`config.mk`:
```
export PLATFORM = sky130hd
export DESIGN_NAME = uart_block_assembler
export DESIGN_NICKNAME = d
export VERILOG_FILES = /design/src/rtl/uart_block_assembler.sv
export SDC_FILE = /design/constraint.sdc
export NUM_CORES = 1
export LEC_CHECK = 0
export CORE_UTILIZATION = 51
export CTS_BUF_LIST = sky130_fd_sc_hd__clkbuf_2
export DETAILED_ROUTE_END_ITERATION = 10
export GPL_TIMING_DRIVEN = 0
export MAX_ROUTING_LAYER = met4
export PLACE_DENSITY = 0.82
export SLEW_MARGIN = 20
export SYNTH_ARGS = -nofsm -noshare
export SYNTH_HDL_FRONTEND = slang
export SYNTH_SLANG_ARGS = --single-unit
export TNS_END_PERCENT = 1
```
`constraint.sdc`:
```
create_clock -name clk -period 7 [get_ports clk]
set_input_delay 2.1 -clock clk [delete_from_list [all_inputs] [get_ports clk]]
set_output_delay 2.1 -clock clk [all_outputs]
set_load 0.005 [all_outputs]
```
`src/rtl/uart_block_assembler.sv`:
```
// Purpose: packs UART receiver bytes into NUM_BYTES-wide blocks, first byte in the MSBs.
// Latency: block_valid rises on the edge that captures the final byte; all outputs registered.
// Backpressure: holds a full block until block_valid && block_ready; extra bytes are dropped with an overrun pulse.
// Optional inter-byte timeout for partial blocks: define UART_BLOCK_ASSEMBLER_TIMEOUT_EN.
module uart_block_assembler #(
  parameter int NUM_BYTES      = 16,
  parameter int TIMEOUT_CYCLES = 2000000
) (
  input  logic                   clk,
  input  logic                   rst,
  input  logic                   received,
  input  logic [7:0]             rx_byte,
  input  logic                   recv_error,
  output logic [8*NUM_BYTES-1:0] block_out,
  output logic                   block_valid,
  input  logic                   block_ready,
  output logic [4:0]             byte_count,
  output logic                   overrun,
  output logic                   timeout
);

  localparam int         W        = 8 * NUM_BYTES;
  localparam logic [4:0] LAST_CNT = 5'(NUM_BYTES - 1);

  // Reject configurations the 5-bit byte counter or the idle counter cannot represent.
  if (NUM_BYTES < 2 || NUM_BYTES > 31 || TIMEOUT_CYCLES < 1) begin : g_param_check
    $error("uart_block_assembler: unsupported NUM_BYTES or TIMEOUT_CYCLES");
  end

  typedef enum logic {COLLECT, FULL} state_t;

  state_t         state, state_nxt;
  logic [W-1:0]   block_nxt;
  logic [4:0]     count_nxt;
  logic           valid_nxt;
  logic           overrun_nxt;
  logic           timeout_nxt;

`ifdef UART_BLOCK_ASSEMBLER_TIMEOUT_EN
  localparam int IW = $clog2(TIMEOUT_CYCLES + 1);
  localparam logic [IW-1:0] EXPIRE_AT = IW'(TIMEOUT_CYCLES - 1);

  logic [IW-1:0]  idle_cnt, idle_nxt;
`endif

  // Next-state and next-output logic; every target gets its hold/default value first.
  always_comb begin
    state_nxt   = state;
    block_nxt   = block_out;
    count_nxt   = byte_count;
    valid_nxt   = block_valid;
    overrun_nxt = 1'b0;
    timeout_nxt = 1'b0;
`ifdef UART_BLOCK_ASSEMBLER_TIMEOUT_EN
    idle_nxt    = '0;
`endif
    case (state)
      COLLECT: begin
        if (recv_error) begin
          // A framing error poisons the partial block, including any byte arriving with it.
          block_nxt = '0;
          count_nxt = '0;
        end else if (received) begin
          block_nxt = {block_out[W-9:0], rx_byte};
          count_nxt = byte_count + 5'd1;
          if (byte_count == LAST_CNT) begin
            state_nxt = FULL;
            valid_nxt = 1'b1;
          end
`ifdef UART_BLOCK_ASSEMBLER_TIMEOUT_EN
        end else if (byte_count != 5'd0) begin
          // The edge on which the idle count would reach TIMEOUT_CYCLES discards the partial block.
          if (idle_cnt == EXPIRE_AT) begin
            block_nxt   = '0;
            count_nxt   = '0;
            timeout_nxt = 1'b1;
          end else begin
            idle_nxt = idle_cnt + 1'b1;
          end
`endif
        end
      end
      FULL: begin
`ifdef UART_BLOCK_ASSEMBLER_TIMEOUT_EN
        idle_nxt = idle_cnt;
`endif
        // recv_error is ignored here so a completed block is never lost.
        if (block_ready) begin
          state_nxt = COLLECT;
          valid_nxt = 1'b0;
          if (received) begin
            // Old data stays in the upper bytes; it is shifted out by the new block.
            block_nxt = {block_out[W-9:0], rx_byte};
            count_nxt = 5'd1;
          end else begin
            count_nxt = 5'd0;
          end
        end else if (received) begin
          overrun_nxt = 1'b1;
        end
      end
      default: begin
        state_nxt = COLLECT;
      end
    endcase
  end

  // State and registered outputs, cleared asynchronously by rst.
  always_ff @(posedge clk or posedge rst) begin
    if (rst) begin
      state       <= COLLECT;
      block_out   <= '0;
      block_valid <= 1'b0;
      byte_count  <= 5'd0;
      overrun     <= 1'b0;
      timeout     <= 1'b0;
    end else begin
      state       <= state_nxt;
      block_out   <= block_nxt;
      block_valid <= valid_nxt;
      byte_count  <= count_nxt;
      overrun     <= overrun_nxt;
      timeout     <= timeout_nxt;
    end
  end

`ifdef UART_BLOCK_ASSEMBLER_TIMEOUT_EN
  // Idle cycle counter for the partial block currently being collected.
  always_ff @(posedge clk or posedge rst) begin
    if (rst) begin
      idle_cnt <= '0;
    end else begin
      idle_cnt <= idle_nxt;
    end
  end
`endif

endmodule

```
==> results.json, run 1 <==
{
  "status": "completed",
  "syn_nets": 646,
  "first_iter_violations": 491,
  "synth_cells": 631,
  "drc": 0,
  "drv_cap": 0,
  "ant_nets": 0,
  "finClkSkew_ps": 23.9,
  "portBuffers": 147,
  "worstPathArrival_ps": 1720,
  "r2r-end": "block_out[73]",
  "start_util": 0.524,
  "die_h_um": 110,
  "tritoncts": "built",
  "start_kind": "register",
  "switching_share": 0.253,
  "clock_sinks": 136,
  "synth_commonest_cells": "dfrtp_1 (136), a21oi_1 (129), o21ai_0 (129)",
  "path_class": "reg -> out",
  "antenna_found_initial": 0,
  "hold_buffers": 0,
  "globalRouteTotalUtil": 0.302,
  "clockBufferDepth": 2,
  "cpLargestDelayFamily": "buffers and inverters",
  "setup.worst_path.start": "byte_count[2]",
  "ys_seq_area_frac": 0.568,
  "rsz0062_at_grt": "false",
  "chipWidth_um": 110,
  "coreArea_sq_um": 11400,
  "switching_power_uw": 360,
  "routabilityCongestion": 0.845,
  "crit_fanout": 5,
  "cp-endpoint": "byte_count[2]",
  "grt_pass1_vias": 5436,
  "utilization": 0.696,
  "critPathSlowestCell": "clkdlybuf4s50_1",
  "io_pins": 149,
  "synth_async_sr_flop_share": 1.00,
  "die_area_sq_um": 12200,
  "leakage_nw": 3.13,
  "seqPwrFrac": 0.563,
  "htreeDepth": 4,
  "r2r_slack_ps": 5380,
  "synth_top_cell_area_share": 0.568,
  "areaGrowthSynthToFinish_pct": 32.7,
  "finalSetupTns_ps": 0,
  "yosysUniqueCellTypes": 29,
  "worstRegToRegCells": 5,
  "timing.hold.ws_ps": 552,
  "ys_ff_latch": 136,
  "synth.avg_cell_area_sq_um": 9.49,
  "crit_chain": "clkdlybuf4s50_1",
  "final_area_sq_um": 7950,
  "grt_max_degree": 85,
  "drive_gt1_frac": 0.0912,
  "wl_mm": 17.2,
  "cts_setup_buffers": 0,
  "p_per_area_nw_per_um2": 179,
  "cp-end-kind": "output port",
  "pwr-share-clk": 0.370,
  "rows": 39,
  "vias": 5720,
  "fin_ws_ps": 3180,
  "max_stage_delay_ps": 570,
  "diodes": 0,
  "detail_route.wl_per_cell_um": 18.0,
  "cp_num_buf_inv": 1,
  "dpl-instance-area_sq_um": 7670,
  "grt.overflow.total": 0,
  "required_ps": 4900,
  "synth_area_leaders": "dfrtp_1 (57%), a21oi_1 (11%), o21ai_0 (11%)",
  "synth_edf_count": 0,
  "grt_pass1_wl_mm": 27.1,
  "fmax_mhz": 262,
  "avgViaCountPerCell": 6.00,
  "comb_power_share": 0.067,
  "cts_buffers": 17,
  "synthFlopType": "dfrtp_1",
  "cp_num_cells": 1,
  "finalSetupViolations": 0,
  "nets": 813,
  "synth_most_common_cell": "dfrtp_1",
  "finalCritPeriodShare": 0.545,
  "min_period_ps": 3820,
  "slew_viol_final": 0,
  "clock_latency_ps": 680,
  "clk_root_buffer_cell": "clkbuf_2",
  "hold_path_class": "reg -> reg",
  "dr.pass1.iters": 6,
  "ir_drop_mv": 0.106,
  "whs_path_depth": 2,
  "pre_cts_ws_ps": 3110,
  "final_hold_viol_count": 0,
  "cts_resized": 0,
  "path_clk_slew_ps": 200,
  "r2r_start": "state",
  "ys.warnings.count": 0,
  "internal_power_mw": 1.06,
  "hpwl_mm": 11.9,
  "syn_area_sq_um": 5990,
  "yosysTopAreaCell": "dfrtp_1"
}
[power groups by stage]
stage	registers [mW]	clock network, mW	logic, mW
CTS	0.799	0.532	0.0960
global route	0.800	0.569	0.106
detailed placement	0.813	0	0.0955
global placement	0.813	0	0.0898
floorplan	0.812	0	0.0524
finish	0.799	0.525	0.0954
[how the worst min path moves through the flow]
stage | start | to
detailed placement | block_valid | block_valid
finish | block_valid | block_valid
global placement | block_valid | block_valid
floorplan | block_valid | block_valid
CTS | block_out[126] | block_out[126]
global route | block_out[126] | block_out[126]
[flip-flops by register name, summed over array words and instances (netlist names)]
register     cells
block_out      128
block_valid      1
byte_count       5
overrun          1
state            1
[cells by family after synthesis]
| group | count (synthesis) | synth area share |
|---|---|---|
| compound gates | 267 | 0.225 |
| simple gates | 143 | 0.128 |
| flops | 136 | 0.568 |
| buf+inv | 79 | 0.0692 |
| fa+ha+maj | 2 | 0.00418 |
| xor+xnor | 2 | 0.00293 |
| other cells | 1 | 0.000626 |
| mux | 1 | 0.00167 |
[cells in the final DEF (no fill, tap or decap), drive strengths merged, types with 7 or more instances in the layout]
| cell | count |
|---|---|
| a21oi | 129 |
| buf | 36 |
| clkbuf | 59 |
| clkdlybuf4s50 | 147 |
| clkinv | 7 |
| dfrtp | 136 |
| nand2 | 7 |
| nand3 | 128 |
| o21ai | 132 |
[metal layers]
metal | share of wire | track usage | wire [um]
met5 | 0 | - | 0
met4 | 0.019 | 0.131 | 331
met3 | 0.063 | 0.0447 | 1080
met2 | 0.50 | 0.466 | 8520
met1 | 0.42 | 0.400 | 7260
[through the flow]
stage               total power, mW  instances
CTS                            1.43        954
global route                   1.48        954
finish                         1.42        954
detailed placement            0.908        922
floorplan                     0.865        631
global placement              0.903        921
[final cells by class]
class / count / area (sq um)
Buffer: 75 / 399
Clock buffer: 19 / 95.1
Clock inverter: 13 / 179
Fill cell: 928 / 3470
Inverter: 4 / 22.5
Multi-Input combinational cell: 416 / 2170
Sequential cell: 136 / 3400
Tap cell: 143 / 179
Timing Repair Buffer: 148 / 1500
Note: power is estimated with default switching activity, not from simulation.
==> run 2, diff against run 1 <==
CORE_UTILIZATION = 46   (was 51)
PLACE_DENSITY = 0.78   (was 0.82)
clock period = 3.19 ns   (was 7 ns; I/O delays follow)
==> results.json, run 2 (synthesis results as in run 1) <==
{
  "worstRegToRegCells": 5,
  "leakage_nw": 3.12,
  "globalRouteTotalUtil": 0.278,
  "portBuffers": 147,
  "first_iter_violations": 455,
  "final_hold_viol_count": 0,
  "finalCritPeriodShare": 0.852,
  "status": "completed",
  "avgViaCountPerCell": 5.74,
  "crit_fanout": 5,
  "p_total_mw": 2.94,
  "rsz0062_at_grt": "false",
  "clk_root_buffer_cell": "clkbuf_2",
  "path_clk_slew_ps": 190,
  "dpl-instance-area_sq_um": 7760,
  "critPathSlowestCell": "clkdlybuf4s50_1",
  "tritoncts": "built",
  "fin_ws_ps": 472,
  "final_area_sq_um": 7970,
  "grt_max_degree": 37,
  "finalSetupViolations": 0,
  "cts_buffers": 17,
  "fmax_mhz": 368,
  "grt_pass1_wl_mm": 27.8,
  "worstPathArrival_ps": 1760,
  "diodes": 0,
  "rows": 41,
  "r2r_start": "state",
  "htreeDepth": 4,
  "dr.pass1.iters": 8,
  "ir_drop_mv": 0.202,
  "reg_top3": "block_out x128, byte_count x5",
  "detail_route.wl_per_cell_um": 17.4,
  "wl_mm": 17.1,
  "ant_nets": 0,
  "drive_gt1_frac": 0.0910,
  "layout.area.seq_sq_um": 3400,
  "routabilityCongestion": 0.871,
  "largest-register": "block_out",
  "start_kind": "register",
  "max_stage_delay_ps": 580,
  "antenna_found_initial": 0,
  "cp_num_buf_inv": 1,
  "path_class": "reg -> out",
  "chipWidth_um": 116,
  "vias": 5651,
  "clock_sinks": 136,
  "finClkSkew_ps": 30.4,
  "start_util": 0.472,
  "cpLargestDelayFamily": "buffers and inverters",
  "p_per_area_nw_per_um2": 369,
  "crit_chain": "clkdlybuf4s50_1",
  "drv_cap": 0,
  "r2r-end": "block_out[107]",
  "min_period_ps": 2720,
  "whs_path_depth": 2,
  "cts_resized": 0,
  "clockBufferDepth": 2,
  "fill_cells": 1078,
  "cp_num_cells": 1,
  "grt.overflow.total": 0,
  "finalSetupTns_ps": 0,
  "multi_input_area_sq_um": 2170,
  "areaGrowthSynthToFinish_pct": 33.1,
  "required_ps": 2230,
  "die_h_um": 116,
  "final_common_cell": "clkdlybuf4s50_1",
  "die_area_sq_um": 13500,
  "io_pins": 149,
  "hold_buffers": 0,
  "timing.hold.ws_ps": 555,
  "pre_cts_ws_ps": 446,
  "whs_endpoint": "block_out[70]",
  "cts_setup_buffers": 0,
  "hpwl_mm": 11.9,
  "nets": 816,
  "largest_register_ff_count": 128,
  "coreArea_sq_um": 12700,
  "drc": 0,
  "slew_viol_final": 0,
  "final_cell_mix": "clkdlybuf4s50_1 (147), dfrtp_1 (136), o21ai_0 (129), a21oi_1 (129), nand3_1 (118)",
  "clock_latency_ps": 710,
  "r2r_slack_ps": 1530,
  "worstHoldStart": "block_out[62]",
  "grt_pass1_vias": 5545,
  "cp-end-kind": "output port",
  "hold_path_class": "reg -> reg"
}
-- run 2: changes by cell type in the layout (fill, tap and decap cells not counted) --
cell / previous run / this run
inv_8: 1 / 0
clkinv_4: 3 / 0
buf_12: 0 / 3
clkinv_1: 2 / 4
clkinv_2: 2 / 4
bufinv_16: 4 / 2
clkinvlp_4: 2 / 3
-- run 2: power breakdown --
part	total, mW	switching (mW)	leakage [nW]	internal [mW]
Clock	0.969	0.625	0.129	0.344
Combinational	0.218	0.141	1.11	0.0768
Sequential	1.75	0.0136	1.89	1.74
-- run 2: worst min-delay path: cells and delay by family (launching register included) --
family,cells,cell delay (ps)
flip-flops,1,430
AND/OR/NAND/NOR,1,70
AO/OA/AOI/OAI,1,50
-- run 2: cell type report --
type / count / area share
plain buffers: 75 / 0.0501
clock inverters: 12 / 0.0138
well taps: 172 / 0.0270
inverters: 4 / 0.00235
multi-input cells: 416 / 0.272
clock buffers: 19 / 0.0119
repair buffers: 151 / 0.196
flip-flops and latches: 136 / 0.427
-- run 2: metrics by stage --
| step | cells | util |
|---|---|---|
| after floorplan | 631 | - |
| after global placement | 950 | 0.606 |
| after detailed placement | 954 | 0.613 |
| after CTS | 985 | 0.629 |
| after global routing | 985 | 0.629 |
| final | 985 | 0.629 |
-- run 2: metal layers --
layer	track usage	wire length, um	vias up
li1	-	-	2599
met1	0.370	7480	2778
met2	0.414	8090	240
met3	0.0643	1210	34
met4	0.106	361	0
met5	-	0	-
-- run 2: worst max-delay path by stage --
stage             startpoint            end  slack [ps]
6_report       byte_count[0]  byte_count[0]         470
5_1_grt        byte_count[2]  byte_count[2]         370
4_1_cts        byte_count[2]  byte_count[2]         430
3_5_place_dp     block_ready   block_out[2]         450
3_3_place_gp             rst  block_out[52]        -600
2_1_floorplan            rst   block_out[0]         540
